<file path="config.mk">
export PLATFORM = sky130hd
export DESIGN_NAME = axi_lite_cmd_master
export DESIGN_NICKNAME = d
export VERILOG_FILES = /design/src/rtl/axi_lite_pkg.sv /design/src/rtl/axi_lite_cmd_master.sv
export SDC_FILE = /design/constraint.sdc
export NUM_CORES = 1
export LEC_CHECK = 0
export CORE_UTILIZATION = 36
export DETAILED_ROUTE_END_ITERATION = 16
export GPL_ROUTABILITY_DRIVEN = 0
export PLACE_DENSITY = 0.77
export SLEW_MARGIN = 20
export SYNTH_ARGS = -nofsm -noshare
export SYNTH_HDL_FRONTEND = slang
export SYNTH_SLANG_ARGS = --single-unit
</file>
<file path="constraint.sdc">
create_clock -name M_AXI_ACLK -period 1.6 [get_ports M_AXI_ACLK]
set_input_delay 0.32 -clock M_AXI_ACLK [delete_from_list [all_inputs] [get_ports M_AXI_ACLK]]
set_output_delay 0.32 -clock M_AXI_ACLK [all_outputs]
set_load 0.1 [all_outputs]
</file>
<file path="src/rtl/axi_lite_pkg.sv">
// Shared AXI4-Lite definitions: FSM state encoding, response codes and
// the word-alignment bit position used by the command master.
package axi_lite_pkg;

    localparam int ADDR_LSB = 2;

    localparam logic [1:0] RESP_OKAY   = 2'b00;
    localparam logic [1:0] RESP_EXOKAY = 2'b01;
    localparam logic [1:0] RESP_SLVERR = 2'b10;
    localparam logic [1:0] RESP_DECERR = 2'b11;

    typedef logic [2:0] state_t;

    localparam state_t ST_IDLE         = 3'd0;
    localparam state_t ST_WR_ADDR_DATA = 3'd1;
    localparam state_t ST_WR_RESP      = 3'd2;
    localparam state_t ST_RD_ADDR      = 3'd3;
    localparam state_t ST_RD_DATA      = 3'd4;
    localparam state_t ST_RESP         = 3'd5;

endpackage

</file>
<file path="src/rtl/axi_lite_cmd_master.sv">
// Single-outstanding AXI4-Lite master: turns one command into one AXI
// read or write and returns the captured response on the rsp_* channel.
module axi_lite_cmd_master
    import axi_lite_pkg::*;
#(
    parameter int C_M_AXI_DATA_WIDTH = 32,
    parameter int C_M_AXI_ADDR_WIDTH = 8
) (
    input  logic                              M_AXI_ACLK,
    input  logic                              M_AXI_ARESETN,

    input  logic                              cmd_valid,
    output logic                              cmd_ready,
    input  logic                              cmd_write,
    input  logic [C_M_AXI_ADDR_WIDTH-1:0]     cmd_addr,
    input  logic [C_M_AXI_DATA_WIDTH-1:0]     cmd_wdata,
    input  logic [C_M_AXI_DATA_WIDTH/8-1:0]   cmd_wstrb,

    output logic                              rsp_valid,
    input  logic                              rsp_ready,
    output logic [C_M_AXI_DATA_WIDTH-1:0]     rsp_rdata,
    output logic [1:0]                        rsp_resp,
    output logic                              rsp_write,

    output logic                              busy,

    output logic [C_M_AXI_ADDR_WIDTH-1:0]     M_AXI_AWADDR,
    output logic [2:0]                        M_AXI_AWPROT,
    output logic                              M_AXI_AWVALID,
    input  logic                              M_AXI_AWREADY,

    output logic [C_M_AXI_DATA_WIDTH-1:0]     M_AXI_WDATA,
    output logic [C_M_AXI_DATA_WIDTH/8-1:0]   M_AXI_WSTRB,
    output logic                              M_AXI_WVALID,
    input  logic                              M_AXI_WREADY,

    input  logic [1:0]                        M_AXI_BRESP,
    input  logic                              M_AXI_BVALID,
    output logic                              M_AXI_BREADY,

    output logic [C_M_AXI_ADDR_WIDTH-1:0]     M_AXI_ARADDR,
    output logic [2:0]                        M_AXI_ARPROT,
    output logic                              M_AXI_ARVALID,
    input  logic                              M_AXI_ARREADY,

    input  logic [C_M_AXI_DATA_WIDTH-1:0]     M_AXI_RDATA,
    input  logic [1:0]                        M_AXI_RRESP,
    input  logic                              M_AXI_RVALID,
    output logic                              M_AXI_RREADY
);

    localparam int AW = C_M_AXI_ADDR_WIDTH;
    localparam int DW = C_M_AXI_DATA_WIDTH;
    localparam logic [AW-1:0] LSB_MASK = AW'((1 << ADDR_LSB) - 1);

    state_t            state_reg;
    logic [AW-1:0]     addr_reg;
    logic [DW-1:0]     wdata_reg;
    logic [DW/8-1:0]   wstrb_reg;
    logic              write_reg;
    logic              aw_done_reg;
    logic              w_done_reg;
    logic [DW-1:0]     rdata_reg;
    logic [1:0]        resp_reg;

    logic              aw_hs;
    logic              w_hs;

    assign aw_hs = M_AXI_AWVALID && M_AXI_AWREADY;
    assign w_hs  = M_AXI_WVALID && M_AXI_WREADY;

    // Everything below is a pure decode of registered state, so outputs
    // drop to their idle values the instant reset clears the registers.
    assign cmd_ready     = (state_reg == ST_IDLE);
    assign busy          = (state_reg != ST_IDLE);
    assign M_AXI_AWVALID = (state_reg == ST_WR_ADDR_DATA) && !aw_done_reg;
    assign M_AXI_WVALID  = (state_reg == ST_WR_ADDR_DATA) && !w_done_reg;
    assign M_AXI_BREADY  = (state_reg == ST_WR_RESP);
    assign M_AXI_ARVALID = (state_reg == ST_RD_ADDR);
    assign M_AXI_RREADY  = (state_reg == ST_RD_DATA);
    assign rsp_valid     = (state_reg == ST_RESP);

    assign M_AXI_AWADDR  = addr_reg;
    assign M_AXI_ARADDR  = addr_reg;
    assign M_AXI_WDATA   = wdata_reg;
    assign M_AXI_WSTRB   = wstrb_reg;
    assign M_AXI_AWPROT  = 3'b000;
    assign M_AXI_ARPROT  = 3'b000;

    assign rsp_rdata     = rdata_reg;
    assign rsp_resp      = resp_reg;
    assign rsp_write     = write_reg;

    always_ff @(posedge M_AXI_ACLK or negedge M_AXI_ARESETN) begin
        if (!M_AXI_ARESETN) begin
            state_reg   <= ST_IDLE;
            addr_reg    <= '0;
            wdata_reg   <= '0;
            wstrb_reg   <= '0;
            write_reg   <= 1'b0;
            aw_done_reg <= 1'b0;
            w_done_reg  <= 1'b0;
            rdata_reg   <= '0;
            resp_reg    <= RESP_OKAY;
        end else begin
            case (state_reg)
                ST_IDLE: begin
                    if (cmd_valid) begin
                        addr_reg    <= cmd_addr & ~LSB_MASK;
                        wdata_reg   <= cmd_wdata;
                        wstrb_reg   <= cmd_wstrb;
                        write_reg   <= cmd_write;
                        aw_done_reg <= 1'b0;
                        w_done_reg  <= 1'b0;
                        rdata_reg   <= '0;
                        resp_reg    <= RESP_OKAY;
                        state_reg   <= cmd_write ? ST_WR_ADDR_DATA : ST_RD_ADDR;
                    end
                end
                ST_WR_ADDR_DATA: begin
                    // AW and W complete independently; leave once both have.
                    if (aw_hs) aw_done_reg <= 1'b1;
                    if (w_hs)  w_done_reg  <= 1'b1;
                    if ((aw_done_reg || aw_hs) && (w_done_reg || w_hs))
                        state_reg <= ST_WR_RESP;
                end
                ST_WR_RESP: begin
                    if (M_AXI_BVALID) begin
                        resp_reg  <= M_AXI_BRESP;
                        state_reg <= ST_RESP;
                    end
                end
                ST_RD_ADDR: begin
                    if (M_AXI_ARREADY) state_reg <= ST_RD_DATA;
                end
                ST_RD_DATA: begin
                    if (M_AXI_RVALID) begin
                        rdata_reg <= M_AXI_RDATA;
                        resp_reg  <= M_AXI_RRESP;
                        state_reg <= ST_RESP;
                    end
                end
                ST_RESP: begin
                    if (rsp_ready) state_reg <= ST_IDLE;
                end
                default: state_reg <= ST_IDLE;
            endcase
        end
    end

endmodule

</file>
==> flow_summary_export.csv <==
group,metric,value,unit
grt,grt_max_degree,83,
sta,layout_setup_ws,-214,ps
detailed_routing,via_per_inst,4.67,
grt,grt_overflow,0,
min_path,hp-class,"input pin to flip-flop",
placed_design,dpl.hpwl,7640,µm
grt,antenna_found_initial,0,
worst_setup_path,critPathKind,"flip-flop to primary output",
cts,numCtsBuffers,9,
worst_setup_path,crit_path_end_kind,"primary output",
detailed_routing,drt_iter0_markers,82,
worst_setup_path,cp_max_fo,3,
detailed_routing,antenna_left,0,
cts,clockBufferDepth,2,
cts,cts_root_buf,"clkbuf_8",
finish,areaGrowthSynthToFinish,94.9,%
logic_synthesis,ys_warn_count,0,
logic_synthesis,ys_seq_area_share,56.0,%
die,die_w,103,µm
status,outcome,"complete, but fails checks",
die,die_area,0.0106,mm²
cts,cts_sinks,82,
die,start_util,37.3,%
die,fp.dieH,103,µm
finish,mostFrequentLayoutCells,"buf_12 (98), clkdlybuf4s50_1 (86), dfrtp_1 (79)",
logic_synthesis,syn_inst,300,
detailed_routing,vias,3013,
sta,period_needed,1810,ps
finish,multi_input_area,0.00146,mm²
finish,regArea,0.00206,mm²
cts,path_clk_slew,80,ps
sta,finalHoldViolCount,0,
logic_synthesis,synth_cell_types,36,
finish,final_nets,597,
flow_run,cap_viol_max_count,0,
finish,diodes,0,
status,violations,"negative setup slack",
detailed_routing,drc_errors,0,
cts,tritoncts,"done",
cts,insertion_delay,360,ps
placed_design,portBuffers,178,
sta,report.final.slew_viol_count,0,
sta,rsz0062_at_grt,"yes",
worst_setup_path,cp_data_arrival_time,1490,ps
sta,setup_viol,52,
grt,grtUsageTotal,20.7,%
sta,min_period_over_period,113,%
detailed_routing,routedWlPerCell,16.7,µm
worst_setup_path,cp_data_required_time,1280,ps
finish,final_common_cell,"buf_12",
grt,grt_pass1_vias,3153,
grt,grt_first_pass_wirelength,16200,µm
detailed_routing,firstDrtPassIters,4,
placed_design,pre_cts_ws,-154,ps
die,core-area,0.00982,mm²
sta,skew,8.78,ps
finish,fill_cells,673,
logic_synthesis,syn_area,0.00366,mm²
die,pin_count,191,
cts,cts_htree_levels,3,
worst_setup_path,startpoint_type,"flip-flop",
detailed_routing,routed_wirelength,10800,µm
logic_synthesis,synth-seq-cells,82,
die,std_cell_rows,36,
logic_synthesis,syn_area_per_cell,12.2,µm²
finish,drive_gt1_share,42.4,%
sta,fmax,551,MHz
-- synth_stat cells --
master	instances	share of area [%]
dfrtp_1	82	56
nand2_1	65	6.7
mux2_4	38	16
nand3_1	32	4.4
buf_4	17	3.5
buf_2	9	1.2
mux2_2	8	2.5
nor2_1	7	0.72
buf_12	4	2.2
a21oi_1	3	0.41
a22o_1	2	0.48
buf_1	2	0.21
inv_1	2	0.21
mux2i_1	2	0.55
nand3b_1	2	0.41
nor3_1	2	0.27
nor3b_1	2	0.41
nor4bb_1	2	0.55
o21ai_0	2	0.27
a211oi_1	1	0.21
and2_1	1	0.17
and2_4	1	0.24
and3_1	1	0.17
buf_6	1	0.31
buf_8	1	0.41
clkbuf_1	1	0.10
conb_1	1	0.10
nand2_2	1	0.17
nand2b_1	1	0.17
nor2_2	1	0.17
nor2b_1	1	0.17
nor3_2	1	0.27
nor4b_1	1	0.24
o21a_1	1	0.21
o22ai_1	1	0.17
o41ai_1	1	0.24
-- stage by stage --
| stage | TNS [ps] | cell area, µm² | util [%] | cells | hold slack (ps) |
|---|---|---|---|---|---|
| floorplan | -23940 | 3760 | - | 309 | 24.4 |
| global route | -10150 | 7140 | 72.7 | 645 | 499 |
| finish | -7530 | 7140 | 72.7 | 645 | 501 |
| detailed placement | -7990 | 6600 | 67.2 | 612 | 385 |
| global placement | -5590 | 6600 | 67.2 | 612 | 385 |
| CTS | -7650 | 7000 | 71.3 | 636 | 483 |
-- per-layer routing --
metal	global-route usage, %	wire [µm]	vias up
met2	36.8	5740	126
met4	9.32	266	0
met1	23.1	4030	1474
li1	-	-	1390
met5	0	0	-
met3	5.63	748	23
-- timing repair --
item / CTS / global route
pin swaps: 5 / 5
buffers inserted: 5 / 9
endpoints found under the hold margin: 18 / 0
gates cloned: 2 / 0
resized for setup: 13 / 16
endpoints found under the setup margin: 42 / 86
hold buffers: 1 / 0
-- worst max-delay path, cell delays in order, from the launching register on --
cell	delay [ps]
dfrtp_1	420
buf_6	130
nand3b_1	240
nor2_4	160
buf_12	180
-- layout make-up --
class,count,area share [%]
clock inverters,4,1.02
inverters,2,0.228
repair buffers,222,44.8
flip-flops and latches,82,28.8
multi-input cells,190,20.5
well taps,133,2.33
clock buffers,12,2.31
-- cells by family (layout without fill, tap and decap cells) --
kind of cell	count (synthesis)	after routing	synth area share, %
AND/OR/NAND/NOR	121	121	15.2
multiplexers	48	48	18.6
other	1	10	0.102
AO/OA/AOI/OAI	11	11	1.98
flip-flops	82	82	56.0
buffers and inverters	37	240	8.13
-- path summary, 6_finish.rpt --
check	from	endpoint	slack (ps)	cells after the start
max	state_reg[2]	M_AXI_AWVALID	-210	4
min	M_AXI_RDATA[4]	rsp_rdata[4]	500	3
max reg2reg	state_reg[2]	M_AXI_WSTRB[3]	-200	8
min reg2reg	rsp_rdata[29]	rsp_rdata[29]	530	2
max in group asynchronous	M_AXI_ARESETN	state_reg[1]	710	3
min in group asynchronous	M_AXI_ARESETN	rsp_rdata[6]	530	3
Power is left out: the tool's default activity adds up to more than one toggle a clock period on the data nets, which glitch-free logic cannot reach.
